**src/rtl/decode_length_sequencer_pkg.sv**
```systemverilog
// Shared decode definitions for the instruction-length sequencer.
//   MAX_INSN_LEN : longest legal instruction in bytes
//   LEN_W        : default width of lengths, offsets and window byte counts
//   state_e      : sequencer FSM states
package decode_length_sequencer_pkg;

  localparam int unsigned MAX_INSN_LEN = 15;
  localparam int unsigned LEN_W        = 5;

  typedef enum logic [1:0] {
    ST_RUN,
    ST_WAIT_BYTES,
    ST_FAULT
  } state_e;

endpackage

```
**src/rtl/decode_length_sequencer_if.sv**
```systemverilog
// Fetch-window / decode-packet bundle between the fetch buffer, the length
// sequencer and the next decode stage.
//   fetch side : fb_valid, fb_count, per-field byte counts -> sequencer
//                fb_shift, fb_shift_valid                  -> fetch buffer
//   decode side: d_valid, d_length, d_*_off, d_fault       -> decode stage
//                d_ready                                   -> sequencer
// slave  : the sequencer's view
// master : the environment's view (fetch buffer + decode stage)
interface decode_length_sequencer_if #(
  parameter int unsigned LEN_W = decode_length_sequencer_pkg::LEN_W
);
  logic             fb_valid;
  logic [LEN_W-1:0] fb_count;
  logic [2:0]       pre_bytes;
  logic [1:0]       op_bytes;
  logic [1:0]       addressing_bytes;
  logic [3:0]       displacement_bytes;
  logic [2:0]       immediate_bytes;
  logic [LEN_W-1:0] fb_shift;
  logic             fb_shift_valid;
  logic             d_valid;
  logic             d_ready;
  logic [LEN_W-1:0] d_length;
  logic [LEN_W-1:0] d_op_off;
  logic [LEN_W-1:0] d_modrm_off;
  logic [LEN_W-1:0] d_disp_off;
  logic [LEN_W-1:0] d_imm_off;
  logic             d_fault;

  modport slave (
    input  fb_valid, fb_count, pre_bytes, op_bytes, addressing_bytes,
           displacement_bytes, immediate_bytes, d_ready,
    output fb_shift, fb_shift_valid, d_valid, d_length, d_op_off,
           d_modrm_off, d_disp_off, d_imm_off, d_fault
  );

  modport master (
    output fb_valid, fb_count, pre_bytes, op_bytes, addressing_bytes,
           displacement_bytes, immediate_bytes, d_ready,
    input  fb_shift, fb_shift_valid, d_valid, d_length, d_op_off,
           d_modrm_off, d_disp_off, d_imm_off, d_fault
  );

endinterface

```
**src/rtl/decode_length_sequencer_insn_length_adder.sv**
```systemverilog
// Combinational length/offset adder: turns the five per-field byte counts
// into the total instruction length and the byte offset of each field.
//   i_pre_bytes, i_op_bytes, i_addressing_bytes,
//   i_displacement_bytes, i_immediate_bytes : field byte counts
//   o_len                                   : total length
//   o_op_off, o_modrm_off, o_disp_off,
//   o_imm_off                               : field offsets in the instruction
// Field maxima sum to 16, so LEN_W >= 5 never overflows.
module insn_length_adder #(
  parameter int unsigned LEN_W = 5
) (
  input  logic [2:0]       i_pre_bytes,
  input  logic [1:0]       i_op_bytes,
  input  logic [1:0]       i_addressing_bytes,
  input  logic [3:0]       i_displacement_bytes,
  input  logic [2:0]       i_immediate_bytes,
  output logic [LEN_W-1:0] o_len,
  output logic [LEN_W-1:0] o_op_off,
  output logic [LEN_W-1:0] o_modrm_off,
  output logic [LEN_W-1:0] o_disp_off,
  output logic [LEN_W-1:0] o_imm_off
);

  // Running prefix sum: each offset is the previous one plus its field.
  always_comb begin
    o_op_off    = LEN_W'(i_pre_bytes);
    o_modrm_off = o_op_off    + LEN_W'(i_op_bytes);
    o_disp_off  = o_modrm_off + LEN_W'(i_addressing_bytes);
    o_imm_off   = o_disp_off  + LEN_W'(i_displacement_bytes);
    o_len       = o_imm_off   + LEN_W'(i_immediate_bytes);
  end

endmodule

```
**src/rtl/decode_length_sequencer.sv**
```systemverilog
// Instruction-length decode sequencer. Measures the instruction at the head
// of the fetch window, hands a length/offset packet to the decode stage over
// a valid/ready handshake and tells the fetch buffer how many bytes to retire.
//   clk           : clock, all state on rising edge
//   reset_n       : asynchronous active-low reset
//   flush         : redirect; drops the held packet, clears fault, back to RUN
//   bus (slave)   : fetch window in, fb_shift/fb_shift_valid out,
//                   decode packet out with d_valid/d_ready, d_fault
//   stall         : waiting on window bytes, downstream, or faulted
//   retired_count : packets accepted downstream, wraps
module decode_length_sequencer #(
  parameter int unsigned LEN_W = 5,
  parameter int unsigned CNT_W = 16
) (
  input  logic                      clk,
  input  logic                      reset_n,
  input  logic                      flush,
  decode_length_sequencer_if.slave  bus,
  output logic                      stall,
  output logic [CNT_W-1:0]          retired_count
);

  import decode_length_sequencer_pkg::*;

  logic [LEN_W-1:0] w_len;
  logic [LEN_W-1:0] w_op_off;
  logic [LEN_W-1:0] w_modrm_off;
  logic [LEN_W-1:0] w_disp_off;
  logic [LEN_W-1:0] w_imm_off;

  logic w_meas;
  logic w_over;
  logic w_fits;
  logic w_free;
  logic w_capture;

  state_e           r_state;
  logic             r_d_valid;
  logic             r_d_fault;
  logic [LEN_W-1:0] r_d_length;
  logic [LEN_W-1:0] r_d_op_off;
  logic [LEN_W-1:0] r_d_modrm_off;
  logic [LEN_W-1:0] r_d_disp_off;
  logic [LEN_W-1:0] r_d_imm_off;
  logic [CNT_W-1:0] r_retired;

  insn_length_adder #(.LEN_W(LEN_W)) u_adder (
    .i_pre_bytes          (bus.pre_bytes),
    .i_op_bytes           (bus.op_bytes),
    .i_addressing_bytes   (bus.addressing_bytes),
    .i_displacement_bytes (bus.displacement_bytes),
    .i_immediate_bytes    (bus.immediate_bytes),
    .o_len                (w_len),
    .o_op_off             (w_op_off),
    .o_modrm_off          (w_modrm_off),
    .o_disp_off           (w_disp_off),
    .o_imm_off            (w_imm_off)
  );

  assign w_meas = bus.fb_valid && (bus.op_bytes != 2'd0);
  assign w_over = w_len > LEN_W'(MAX_INSN_LEN);
  assign w_fits = w_len <= bus.fb_count;
  // Single-entry output register: free when empty or draining this cycle.
  assign w_free = !r_d_valid || bus.d_ready;

  // reset_n gates the combinational strobes so they read 0 while reset is
  // held, even if the window inputs are still active.
  assign w_capture = reset_n && !flush && (r_state != ST_FAULT) &&
                     w_meas && !w_over && w_fits && w_free;

  assign bus.fb_shift_valid = w_capture;
  assign bus.fb_shift       = w_capture ? w_len : '0;

  assign stall = reset_n &&
                 ((r_state != ST_RUN) || (w_meas && !w_capture && !flush));

  always_ff @(posedge clk or negedge reset_n) begin
    if (!reset_n) begin
      r_state       <= ST_RUN;
      r_d_valid     <= 1'b0;
      r_d_fault     <= 1'b0;
      r_d_length    <= '0;
      r_d_op_off    <= '0;
      r_d_modrm_off <= '0;
      r_d_disp_off  <= '0;
      r_d_imm_off   <= '0;
      r_retired     <= '0;
    end else begin
      if (r_d_valid && bus.d_ready)
        r_retired <= r_retired + 1'b1;

      if (flush) begin
        r_state   <= ST_RUN;
        r_d_valid <= 1'b0;
        r_d_fault <= 1'b0;
      end else begin
        if (w_capture) begin
          r_d_valid     <= 1'b1;
          r_d_length    <= w_len;
          r_d_op_off    <= w_op_off;
          r_d_modrm_off <= w_modrm_off;
          r_d_disp_off  <= w_disp_off;
          r_d_imm_off   <= w_imm_off;
        end else if (bus.d_ready) begin
          r_d_valid <= 1'b0;
        end

        case (r_state)
          ST_FAULT: r_state <= ST_FAULT;
          default: begin
            if (w_meas) begin
              if (w_over) begin
                r_state   <= ST_FAULT;
                r_d_fault <= 1'b1;
              end else if (w_capture) begin
                r_state <= ST_RUN;
              end else if (!w_fits) begin
                r_state <= ST_WAIT_BYTES;
              end
              // fits but output register full: hold current state
            end else begin
              r_state <= ST_RUN;
            end
          end
        endcase
      end
    end
  end

  assign bus.d_valid     = r_d_valid;
  assign bus.d_fault     = r_d_fault;
  assign bus.d_length    = r_d_length;
  assign bus.d_op_off    = r_d_op_off;
  assign bus.d_modrm_off = r_d_modrm_off;
  assign bus.d_disp_off  = r_d_disp_off;
  assign bus.d_imm_off   = r_d_imm_off;
  assign retired_count   = r_retired;

endmodule

```
**src/flat_wrapper.sv**
```systemverilog
// flat-port wrapper written by rule: the top's interface ports become plain ports
module decode_length_sequencer_flat import decode_length_sequencer_pkg::*;
#(
  parameter int unsigned LEN_W = 5,
  parameter int unsigned CNT_W = 16
)
  (clk, reset_n, flush, stall, retired_count, bus_fb_valid, bus_fb_count, bus_pre_bytes, bus_op_bytes, bus_addressing_bytes, bus_displacement_bytes, bus_immediate_bytes, bus_d_ready, bus_fb_shift, bus_fb_shift_valid, bus_d_valid, bus_d_length, bus_d_op_off, bus_d_modrm_off, bus_d_disp_off, bus_d_imm_off, bus_d_fault);
  decode_length_sequencer_if #(.LEN_W(LEN_W)) bus_i ();
  input  logic clk;
  input  logic reset_n;
  input  logic flush;
  output logic stall;
  output logic [CNT_W-1:0] retired_count;
  input wire logic [$bits(bus_i.fb_valid)-1:0] bus_fb_valid;
  input wire logic [$bits(bus_i.fb_count)-1:0] bus_fb_count;
  input wire logic [$bits(bus_i.pre_bytes)-1:0] bus_pre_bytes;
  input wire logic [$bits(bus_i.op_bytes)-1:0] bus_op_bytes;
  input wire logic [$bits(bus_i.addressing_bytes)-1:0] bus_addressing_bytes;
  input wire logic [$bits(bus_i.displacement_bytes)-1:0] bus_displacement_bytes;
  input wire logic [$bits(bus_i.immediate_bytes)-1:0] bus_immediate_bytes;
  input wire logic [$bits(bus_i.d_ready)-1:0] bus_d_ready;
  output wire logic [$bits(bus_i.fb_shift)-1:0] bus_fb_shift;
  output wire logic [$bits(bus_i.fb_shift_valid)-1:0] bus_fb_shift_valid;
  output wire logic [$bits(bus_i.d_valid)-1:0] bus_d_valid;
  output wire logic [$bits(bus_i.d_length)-1:0] bus_d_length;
  output wire logic [$bits(bus_i.d_op_off)-1:0] bus_d_op_off;
  output wire logic [$bits(bus_i.d_modrm_off)-1:0] bus_d_modrm_off;
  output wire logic [$bits(bus_i.d_disp_off)-1:0] bus_d_disp_off;
  output wire logic [$bits(bus_i.d_imm_off)-1:0] bus_d_imm_off;
  output wire logic [$bits(bus_i.d_fault)-1:0] bus_d_fault;
  assign bus_i.fb_valid = bus_fb_valid;
  assign bus_i.fb_count = bus_fb_count;
  assign bus_i.pre_bytes = bus_pre_bytes;
  assign bus_i.op_bytes = bus_op_bytes;
  assign bus_i.addressing_bytes = bus_addressing_bytes;
  assign bus_i.displacement_bytes = bus_displacement_bytes;
  assign bus_i.immediate_bytes = bus_immediate_bytes;
  assign bus_i.d_ready = bus_d_ready;
  assign bus_fb_shift = bus_i.fb_shift;
  assign bus_fb_shift_valid = bus_i.fb_shift_valid;
  assign bus_d_valid = bus_i.d_valid;
  assign bus_d_length = bus_i.d_length;
  assign bus_d_op_off = bus_i.d_op_off;
  assign bus_d_modrm_off = bus_i.d_modrm_off;
  assign bus_d_disp_off = bus_i.d_disp_off;
  assign bus_d_imm_off = bus_i.d_imm_off;
  assign bus_d_fault = bus_i.d_fault;
  decode_length_sequencer #(.LEN_W(LEN_W), .CNT_W(CNT_W)) u_core (.clk(clk), .reset_n(reset_n), .flush(flush), .bus(bus_i), .stall(stall), .retired_count(retired_count));
endmodule
```
**config.mk**
```make
export PLATFORM = sky130hd
export DESIGN_NAME = decode_length_sequencer_flat
export DESIGN_NICKNAME = d
export VERILOG_FILES = /design/src/rtl/decode_length_sequencer_pkg.sv /design/src/rtl/decode_length_sequencer_if.sv /design/src/rtl/decode_length_sequencer_insn_length_adder.sv /design/src/rtl/decode_length_sequencer.sv /design/src/flat_wrapper.sv
export SDC_FILE = /design/constraint.sdc
export NUM_CORES = 1
export LEC_CHECK = 0
export BUFFER_PORTS_ARGS = -buffer_cell sky130_fd_sc_hd__clkbuf_2
export CAP_MARGIN = 25
export CELL_PAD_IN_SITES_DETAIL_PLACEMENT = 1
export CELL_PAD_IN_SITES_GLOBAL_PLACEMENT = 1
export CORE_MARGIN = 3
export CORE_UTILIZATION = 44
export CTS_BUF_LIST = sky130_fd_sc_hd__clkbuf_4 sky130_fd_sc_hd__clkbuf_8
export DETAILED_ROUTE_END_ITERATION = 12
export PLACE_DENSITY = 0.95
export SETUP_SLACK_MARGIN = 0.2
export SLEW_MARGIN = 20
export SYNTH_ARGS = -nofsm -noshare
export SYNTH_HDL_FRONTEND = slang
export SYNTH_SLANG_ARGS = --single-unit
```
**constraint.sdc**
```tcl
create_clock -name clk -period 8.4 [get_ports clk]
set_input_delay 1.26 -clock clk [delete_from_list [all_inputs] [get_ports clk]]
set_output_delay 1.26 -clock clk [all_outputs]
set_load 0.01 [all_outputs]
```
Word-level counts from Yosys, hierarchy flattened:

Index checks and enable logic that the tools add are counted.

* word-level logic and storage cells: 59
* register bits: 43
* input port bits: 24

* add/sub/neg operators: 5
* equality and inequality tests: 4
* reductions and logical operators: 24
* bitwise operators: 1
* multiplexer cells: 14
* $lt $le $gt $ge: 2

Operator list (number)
* $add A16 B1 Y16 const B: 1
* $mux W2: 6
* $logic_and A1 B1 Y1: 11
* $reduce_bool A2 Y1: 4
* $mux W1: 7
* $ne A6 B6 Y1 const B: 1
* $add A5 B2 Y5: 1
* $add A5 B3 Y5: 1
* $add A5 B4 Y5: 1
* $gt A5 B4 Y1 const B: 1
* $le A5 B5 Y1: 1
* $mux W5: 1
* $add A3 B2 Y4: 1
* $logic_not A1 Y1: 4
* $ne A2 B2 Y1 const B: 2
* $reduce_and A3 Y1: 1
* $reduce_bool A3 Y1: 1
* $eq A2 B2 Y1 const B: 1
* $logic_or A1 B1 Y1: 2
* $reduce_and A2 Y1: 1
* $not A1 Y1: 1

Logic depth before layout (Yosys ltp):

Gate-level depths: netlist (run 1).

* depth after elaboration: 14
* mapped depth: 17

By module:

A second synthesis (run 1) with hierarchy kept.

* cells, all modules: 214
* area, all modules: 2636.3 µm²

By module, submodules not included
* decode_length_sequencer: area each 2125.8 µm², seq. area each 1126.1 µm², instances 1, cells each 158
* insn_length_adder: area each 510.5 µm², seq. area each 0.0 µm², instances 1, cells each 56

Least setup slack after synthesis (run 1):

No wires, ideal clock.

* path type: input to output
* start: in bus_op_bytes[0]
* end: out stall
* arrival time: 5.311 ns
* slack: 1.829 ns
* buffers on the path: 1
* required time: 7.140 ns
* stages on the path: 17
* cells stage by stage: ha_1 fa_1 inv_1 fa_1 inv_1 fa_1 inv_1 fa_1 inv_1 ha_1 nor2b_1 o211ai_1 a21oi_1 nor2_1 nand4_4 buf_6 a31o_2

* word-level cells in the longest chain between the ends: 14
* elaborated cells on any way between the ends: 18
* classes of those cells: add/sub: 4; order compare: 2; reduce/logical: 12

RTL lines
* start: declaration: line flat_wrapper.sv:17 `input wire logic [$bits(bus_i.op_bytes)-1:0] bus_op_bytes;`
* $add A3 B2 Y4 *: line decode_length_sequencer_insn_length_adder.sv:27 `o_modrm_off = o_op_off + LEN_W'(i_op_bytes);`
* net u_core.u_adder.o_modrm_off[1]: line decode_length_sequencer_insn_length_adder.sv:19 `output logic [LEN_W-1:0] o_modrm_off,`
* $add A5 B2 Y5 *: line decode_length_sequencer_insn_length_adder.sv:28 `o_disp_off = o_modrm_off + LEN_W'(i_addressing_bytes);`
* net u_core.u_adder.o_disp_off[1]: line decode_length_sequencer_insn_length_adder.sv:20 `output logic [LEN_W-1:0] o_disp_off,`
* $add A5 B4 Y5 *: line decode_length_sequencer_insn_length_adder.sv:29 `o_imm_off = o_disp_off + LEN_W'(i_displacement_bytes);`
* net u_core.u_adder.o_imm_off[1]: line decode_length_sequencer_insn_length_adder.sv:21 `output logic [LEN_W-1:0] o_imm_off`
* $add A5 B3 Y5 *: line decode_length_sequencer_insn_length_adder.sv:30 `o_len = o_imm_off + LEN_W'(i_immediate_bytes);`
* net u_core.u_adder.o_len[1]: line decode_length_sequencer_insn_length_adder.sv:17 `output logic [LEN_W-1:0] o_len,`
* $gt A5 B4 Y1: line decode_length_sequencer.sv:61 `assign w_over = w_len > LEN_W'(MAX_INSN_LEN);`
* $logic_not A1 Y1: line decode_length_sequencer.sv:69 `w_meas && !w_over && w_fits && w_free;`
* $logic_and A1 B1 Y1: line decode_length_sequencer.sv:69
* $logic_and A1 B1 Y1 * (2 in series): line decode_length_sequencer.sv:69
* $logic_not A1 Y1 *: line decode_length_sequencer.sv:75 `((r_state != ST_RUN) || (w_meas && !w_capture && !flush));`
* $logic_and A1 B1 Y1 * (2 in series): line decode_length_sequencer.sv:75
* $logic_or A1 B1 Y1 *: line decode_length_sequencer.sv:75
* $logic_and A1 B1 Y1 *: line decode_length_sequencer.sv:74 `assign stall = reset_n &&`
* end: declaration: line flat_wrapper.sv:12 `output logic stall;`

Mark *: on every way through the listed nets, which the timed path passes. The rest lies on a longest branch.

Worst setup path after layout (run 1):

* start: in bus_op_bytes[0]
* end: out bus_fb_shift[2]

* word-level cells in the longest chain between the ends: 10
* elaborated cells on any way between the ends: 14
* classes of those cells: add/sub: 4; order compare: 2; mux: 1; reduce/logical: 7

RTL lines
* $add A3 B2 Y4 *: line decode_length_sequencer_insn_length_adder.sv:27
* net u_core.u_adder.o_modrm_off[1]: line decode_length_sequencer_insn_length_adder.sv:19
* $add A5 B2 Y5 *: line decode_length_sequencer_insn_length_adder.sv:28
* net u_core.u_adder.o_disp_off[2]: line decode_length_sequencer_insn_length_adder.sv:20
* $add A5 B4 Y5 *: line decode_length_sequencer_insn_length_adder.sv:29
* net u_core.u_adder.o_imm_off[2]: line decode_length_sequencer_insn_length_adder.sv:21
* $add A5 B3 Y5 *: line decode_length_sequencer_insn_length_adder.sv:30
* net u_core.u_adder.o_len[3]: line decode_length_sequencer_insn_length_adder.sv:17
* $gt A5 B4 Y1: line decode_length_sequencer.sv:61
* $logic_not A1 Y1: line decode_length_sequencer.sv:69
* $logic_and A1 B1 Y1: line decode_length_sequencer.sv:69
* $logic_and A1 B1 Y1 * (2 in series): line decode_length_sequencer.sv:69
* $mux W5 *: line decode_length_sequencer.sv:72 `assign bus.fb_shift = w_capture ? w_len : '0;`
* end: declaration: line flat_wrapper.sv:22 `output wire logic [$bits(bus_i.fb_shift)-1:0] bus_fb_shift;`

Marks and branches as above.

==> metrics.md, run 1 <==
| Metric | Value |
|---|---|
| Status | `finished, final reports clean` |
| Syn_area_per_cell | `roughly 12 um2` |
| Register area share after synthesis | `between 40% and 50%` |
| Gate Count Post-Synth | `around 200` |
| Post-route ant nets | `0` |
| Clk sink count | `42` |
| Most used DFF post-synth | `dfrtp_1` |
| Setup TNS | `0 ns` |
| Peak Freq | `roughly 130 MHz` |
| DIE WIDTH | `80.14 um` |
| Measured slew at the worst slew-check pin | `between 0.5 and 0.6 ns` |
| Initial antenna violation count | `0` |
| Layout cells sized above 1 | `between 30% and 40%` |
| Worst-path clk slew | `around 0.080 ns` |
| Die area | `approximately 6400 um2` |
| Clock buffer count from CTS | `5` |
| Flop pwr share | `between 30% and 40%` |
| Final hold violation count | `0` |
| Sw power | `about 300 uW` |
| Top cells by area, synth | `dfrtp_1, ha_1, mux2_4, xnor2_1, mux2_2` |
| Fin Clk Skew | `roughly 0.0053 ns` |
| CP Max Fanout | `17` |
| Post-synth EDFFs | `0` |
| # fillers | `just over 600` |
| RSZ-0062 raised after global routing | `no` |
| Area Overhead vs Synth | `21.52%` |
| Ant diodes | `0` |
| Syn. warnings | `0` |
| Setup Fix Bufs, Post-CTS | `0` |
| Worst path cell trace | `clkbuf_2, ha_1, fa_1, inv_1, fa_1, xnor2_1, ha_1, xor2_1, ha_1, a21oi_1, xnor2_1, ha_1, a21oi_1, a21oi_1, nor2_1, nand4_4, buf_4, nor2b_1, clkbuf_2` |
| DIE HEIGHT | `approximately 80 um` |
| RePlAce Congestion | `0.8540` |
| FFs w/ async S/R, synth | `100.0%` |
| TritonCTS clock tree | `yes` |
| Combinational power share | `between 40% and 50%` |
| Initial Util | `a little under half` |
| Wirelength per Cell | `16.65 um` |
| Power per cell area | `276.6 nW/um2` |
| Total gr overflow | `0` |
| Synth Cell Area | `between 2000 and 2500 um2` |
| Area post-placement | `2825 um2` |
| Violation count after the first detailed-route iteration | `36` |
| Count leader, synth | `dfrtp_1` |
| Period utilisation layout | `about 88%` |
| Share of the synthesized area in the top cell type | `between 40% and 50%` |
| Vias in the first global route | `~2,000` |
| Worst min path class | `reg2reg` |
| Core Rows | `26` |
| Clock power frac | `between 15 and 20%` |
| Largest net degree at the start of global routing | `48` |
| Htree depth | `2` |
| Peak VDD IR | `0.1517 mV` |
| Cts hold-fix bufs | `0` |
| Flops & latches, synth | `42` |
| Fin area | `approximately 2900 um2` |
| Most common cell on crit path | `ha_1` |
| Switching share of power | `~36%` |
| Slew Limit Headroom | `roughly three fifths` |
| Top Ports | `74` |
| Max_cap viols | `0` |
| PostCTS Resize Cnt | `0` |
| Post-synth cell types | `39` |
| Yosys top cell by area | `dfrtp_1` |
| Final Setup Violations | `0` |
| Clock root cell | `clkbuf_8` |
| Setup crit start kind | `input pin` |
| Post-DP HPWL | `about 4.5 mm` |
| Setup crit end kind | `primary output` |
| Vias after detailed routing | `around 1,800` |
| DRC Markers | `0` |
| Drt total wl | `5.862 mm` |
| Total track usage | `approximately 20%` |
| Int Pwr | `520.6 uW` |
| Post-layout nets | `~330` |
| Worst skew pair latency | `between 0.2 and 0.3 ns` |
| Max Slew Vio Count | `0` |
| Clk buf depth | `2` |
| Port bufs | `69` |
| Critical Path AT | `a little over 6 ns` |
| Min Clock Period, post-route | `between 7 and 8 ns` |
| First-pass GRT wire length | `approximately 10 mm` |
| Leakage | `~0.0016 uW` |
| Kind of critical path | `in2out` |
| DR pass1 iterations | `5` |
| Via density | `roughly 5` |
| Crit path max-delay cell type | `fa_1` |
| Crit-path max cell delay | `0.54 ns` |
| Synth top cells by count | `dfrtp_1, inv_1, ha_1` |
| Core box area | `~5200 um2` |
| Critical Path RT | `between 7 and 8 ns` |
==> metrics by stage <==
step / power (uW) / setup slack, ns / hold slack, ns / cells / util (%)
6_report: 813.0 / 0.9902 / 0.4703 / 352 / 56.47
5_1_grt: 873.1 / 0.5799 / 0.5096 / 352 / 56.47
4_1_cts: 824.3 / 0.9645 / 0.4780 / 352 / 56.47
3_5_place_dp: 654.2 / 1.053 / 0.4662 / 344 / 54.28
3_3_place_gp: 630.8 / 1.277 / 0.4592 / 344 / 54.28
2_1_floorplan: 525.4 / 1.829 / 0.5075 / 209 / -
==> logic make-up after synthesis <==
logic type | synth area share, %
AOI/OAI and AO/OA | 5.277
and+or+nand+nor | 11.43
muxes | 12.62
other | 0.1551
xor gates and xnor gates | 9.313
DFF | 43.46
buffers and inverters | 5.122
adders and majority gates | 12.62
==> area by class of cell <==
| type | count | area [um2] | area share [%] |
|---|---|---|---|
| sequential | 42 | 1051 | 35.76 |
| clock buffer | 6 | 76.32 | 2.597 |
| clock inverter | 2 | 37.54 | 1.277 |
| inverter | 19 | 71.32 | 2.427 |
| tap | 70 | 87.58 | 2.980 |
| multi-input combinational | 142 | 1255 | 42.70 |
| timing repair buffer | 71 | 360.3 | 12.26 |
==> worst paths after layout <==
| check | end | slack (ns) | from | cells after the start |
|---|---|---|---|---|
| max reg2reg | u_core.bus.d_length[0] | 6.32 | u_core.r_state[0] | 6 |
| max in group asynchronous | u_core.bus.d_imm_off[0] | 6.95 | reset_n | 2 |
| min | u_core.retired_count[15] | 0.47 | u_core.retired_count[15] | 1 |
| max | bus_fb_shift[2] | 0.99 | bus_op_bytes[0] | 19 |
| min reg2reg | u_core.retired_count[15] | 0.47 | u_core.retired_count[15] | 1 |
| min in group asynchronous | u_core.retired_count[0] | 1.04 | reset_n | 2 |
==> per-layer routing <==
metal / vias up / part of all wire, % / GRT usage [%]
li1: 830 / - / -
met1: 899 / 40 / 23.30
met5: - / 0 / 0
met3: 15 / 4.2 / 3.812
met4: 0 / 2.0 / 5.743
met2: 56 / 53 / 35.93
==> power groups by stage <==
stage	Combinational, uW	Sequential [uW]	Clock, uW
after global placement	334	297	0
after global routing	395	304	174
after detailed placement	355	299	0
after floorplan	207	318	0
after CTS	362	296	166
final	356	295	161
==> critical path, delay by kind of cell <==
kind	cells	cell delay (ns)
xor+xnor	3	0.77
compound gates	3	0.49
buf+inv	4	0.65
fa+ha+maj	6	2.18
simple gates	3	0.80
==> state kept, by name, summed over array words and instances (netlist names) <==
name                    flops
u_core.bus.d_modrm_off      4
u_core.retired_count       16
u_core.r_state              2
u_core.bus.d_length         5
u_core.bus.d_disp_off       5
u_core.bus.d_op_off         3
u_core.bus.d_valid          1
u_core.bus.d_imm_off        5
u_core.bus.d_fault          1
==> placed cells by master (no fill, tap or decap), types with 2 or more instances in the layout <==
| cell type | Yosys | routed |
|---|---|---|
| a21o_1 | 2 | 2 |
| a21oi_1 | 7 | 7 |
| and2_1 | 2 | 2 |
| and3_1 | 5 | 5 |
| buf_4 | 4 | 2 |
| clkbuf_2 | 0 | 69 |
| clkbuf_8 | 0 | 5 |
| conb_1 | 1 | 4 |
| dfrtp_1 | 42 | 42 |
| fa_1 | 4 | 4 |
| ha_1 | 18 | 18 |
| inv_1 | 19 | 19 |
| mux2_2 | 9 | 9 |
| mux2_4 | 12 | 12 |
| nand2_1 | 12 | 12 |
| nand2b_1 | 2 | 2 |
| nand3_1 | 6 | 6 |
| nand4_1 | 4 | 4 |
| nor2_1 | 9 | 9 |
| nor2b_1 | 3 | 3 |
| o21ai_0 | 3 | 3 |
| o22ai_1 | 2 | 2 |
| xnor2_1 | 14 | 14 |
| xor2_1 | 8 | 8 |
(Power assumes the default switching activity.)
==> run 2: changes to the inputs <==
==> constraint.sdc (replaced) <==
create_clock -name clk -period 8.4 [get_ports clk]
set_input_delay 2.1 -clock clk [delete_from_list [all_inputs] [get_ports clk]]
set_output_delay 2.1 -clock clk [all_outputs]
set_load 0.01 [all_outputs]
==> run 2 against run 1 <==
Compared with the run above: worst hold slack gained 0.029 ns; non-clock buffer count is 19 higher; critical path type unchanged; power rose by 11%; cell count grew 5.1%; critical path depth stayed put; count of clock-buffer cells in the layout unchanged; combinational power increased by 26%; register-to-register slack better by 0.30 ns; sequential power barely moved; via count grew 4.3%; routed wire length increased by 6.7%.
==> metrics.md, run 2 (synthesis gave the netlist of run 1 again) <==
| Metric | Value |
|---|---|
| Peak VDD IR | `between 0.15 and 0.2 mV` |
| Critical Path RT | `approximately 6.3 ns` |
| Commonest non-fill, non-tap cell in the layout | `clkbuf_2` |
| Core box area | `between 5000 and 6000 um2` |
| Setup WS pre-CTS | `-0.08870 ns` |
| TritonCTS clock tree | `yes` |
| Worst skew pair latency | `0.29 ns` |
| CP Max Fanout | `4` |
| Initial antenna violation count | `0` |
| Port bufs | `between 60 and 70` |
| Drt total wl | `about 6.3 mm` |
| Ant diodes | `0` |
| Kind of critical path | `in2out` |
| Total gr overflow | `0` |
| Vias in the first global route | `~2,100` |
| Cts hold-fix bufs | `0` |
| Status | `finished, final reports clean` |
| Area Overhead vs Synth | `31.82%` |
| Worst-path clk slew | `roughly 0.07 ns` |
| Final hold violation count | `0` |
| Power per cell area | `between 200 and 300 nW/um2` |
| Wirelength per Cell | `between 15 and 20 um` |
| Violation count after the first detailed-route iteration | `60` |
| WP buf/inv | `8` |
| Die area | `6422 um2` |
| Post-layout nets | `346` |
| Fin Clk Skew | `around 0.0047 ns` |
| Crit path max-delay cell type | `fa_2` |
| Total track usage | `between 20% and 30%` |
| Clock root cell | `clkbuf_8` |
| Clk buf depth | `2` |
| Met3 usage | `under 10%` |
| Htree depth | `2` |
| Vias after detailed routing | `about 1,900` |
| M1 GR Usage | `23.90%` |
| Most Crowded Layer GR | `met2` |
| Post-route ant nets | `0` |
| Area post-placement | `approximately 2900 um2` |
| # fillers | `a little under 600` |
| Most frequent cells in the layout | `clkbuf_2, dfrtp_1, buf_4` |
| Layout cells sized above 1 | `47.67%` |
| Fin area | `between 3000 and 4000 um2` |
| Final Setup Violations | `0` |
| Max_cap viols | `0` |
| Met2 Use GR | `about 36%` |
| Power, Total | `a little over 900 uW` |
| DR pass1 iterations | `4` |
| Period utilisation layout | `98.22%` |
| Measured slew at the worst slew-check pin | `a little under 0.6 ns` |
| Startpoint of the worst register-to-register path | `u_core.r_state[1]` |
| RSZ-0062 raised after global routing | `yes` |
| R2R Setup Slk | `roughly 6.6 ns` |
| First-pass GRT wire length | `~10 mm` |
| Post-DP HPWL | `4.668 mm` |
| Setup crit end | `bus_fb_shift_valid` |
| Clock buffer count from CTS | `5` |
| Top Family by Delay on Critical Path | `adder cells` |
| DIE HEIGHT | `80.14 um` |
| Peak Freq | `121.2 MHz` |
| Crit-path max cell delay | `approximately 0.57 ns` |
| Initial Util | `46.47%` |
| Slew Limit Headroom | `60.29%` |
| Setup crit end kind | `primary output` |
| Min Clock Period, post-route | `8.251 ns` |
| Max reg flops | `16` |
| Largest net degree at the start of global routing | `48` |
| Most common cell on crit path | `inv_2` |
| DRC Markers | `0` |
| Reg2reg end | `u_core.bus.d_op_off[0]` |
| Via density | `5.076` |
| Worst setup startpoint | `bus_op_bytes[0]` |
| PnR worst setup slack | `between 0.1 and 0.15 ns` |
| RePlAce Congestion | `roughly 0.86` |
| Top Ports | `74` |
| Worst R2R Path Depth | `7` |
| Setup crit start kind | `input pin` |
| Core Rows | `26` |
| Critical Path AT | `~6 ns` |
| Max Slew Vio Count | `0` |
| Crit path depth | `19` |
| Worst path cell trace | `buf_8, ha_4, fa_1, inv_2, fa_1, inv_2, fa_2, inv_2, fa_1, inv_2, ha_4, nor2b_4, o211ai_1, a21oi_2, nor2_4, nand4_4, buf_4, inv_1, clkbuf_2` |
| Clk sink count | `42` |
| Worst min path class | `reg2reg` |
| DIE WIDTH | `about 80 um` |
| Leakage | `about 0.0017 uW` |
## run 2: stage by stage
step	hold WS [ns]	instances	util [%]	TNS, ns
after CTS	0.5112	367	60.31	0
after global placement	0.4594	352	55.48	0
after floorplan	0.5075	209	-	0
final	0.4989	370	61.25	0
after global routing	0.5119	370	61.25	-0.2708
after detailed placement	0.4956	352	55.48	-0.2680
## run 2: what timing repair did
item                       4_1_cts  5_1_grt
setup endpoints to repair        6        6
pin swaps                       11       10
setup buffers                    8        3
gates cloned                     0        0
gates resized for setup         14       14
## run 2: worst min-delay path by stage
stage / from / endpoint / slack [ns] / depth (start not counted)
final: u_core.retired_count[15] / u_core.retired_count[15] / 0.50 / 1
after global routing: u_core.retired_count[15] / u_core.retired_count[15] / 0.51 / 1
after CTS: u_core.retired_count[13] / u_core.retired_count[13] / 0.51 / 1
after detailed placement: u_core.bus.d_length[3] / u_core.bus.d_length[3] / 0.50 / 1
after global placement: u_core.retired_count[15] / u_core.retired_count[15] / 0.46 / 1
after floorplan: u_core.retired_count[15] / u_core.retired_count[15] / 0.51 / 1
## run 2: power breakdown
part / internal, uW / leakage [uW] / total (uW) / switching, uW
logic: 235 / 0.00113 / 447 / 212
clock network: 95.1 / 0.0000573 / 162 / 66.7
registers: 259 / 0.000550 / 297 / 38.4
total: 589 / 0.00173 / 906 / 317
## run 2: routing by layer
layer | vias up | share of wire [%] | wire, um
li1 | 873 | - | -
met1 | 940 | 41 | 2545
met2 | 53 | 53 | 3323
met3 | 12 | 4.0 | 252
met4 | 0 | 2.1 | 131
met5 | - | 0 | 0
## run 2: cell type report
type	instances	area [um2]	share of cell area, %
well taps	70	87.58	2.747
clock inverters	1	30.03	0.9419
multi-input cells	142	1339	41.99
inverters	19	71.32	2.237
flip-flops and latches	42	1051	32.97
clock buffers	6	82.58	2.590
repair buffers	90	526.8	16.52
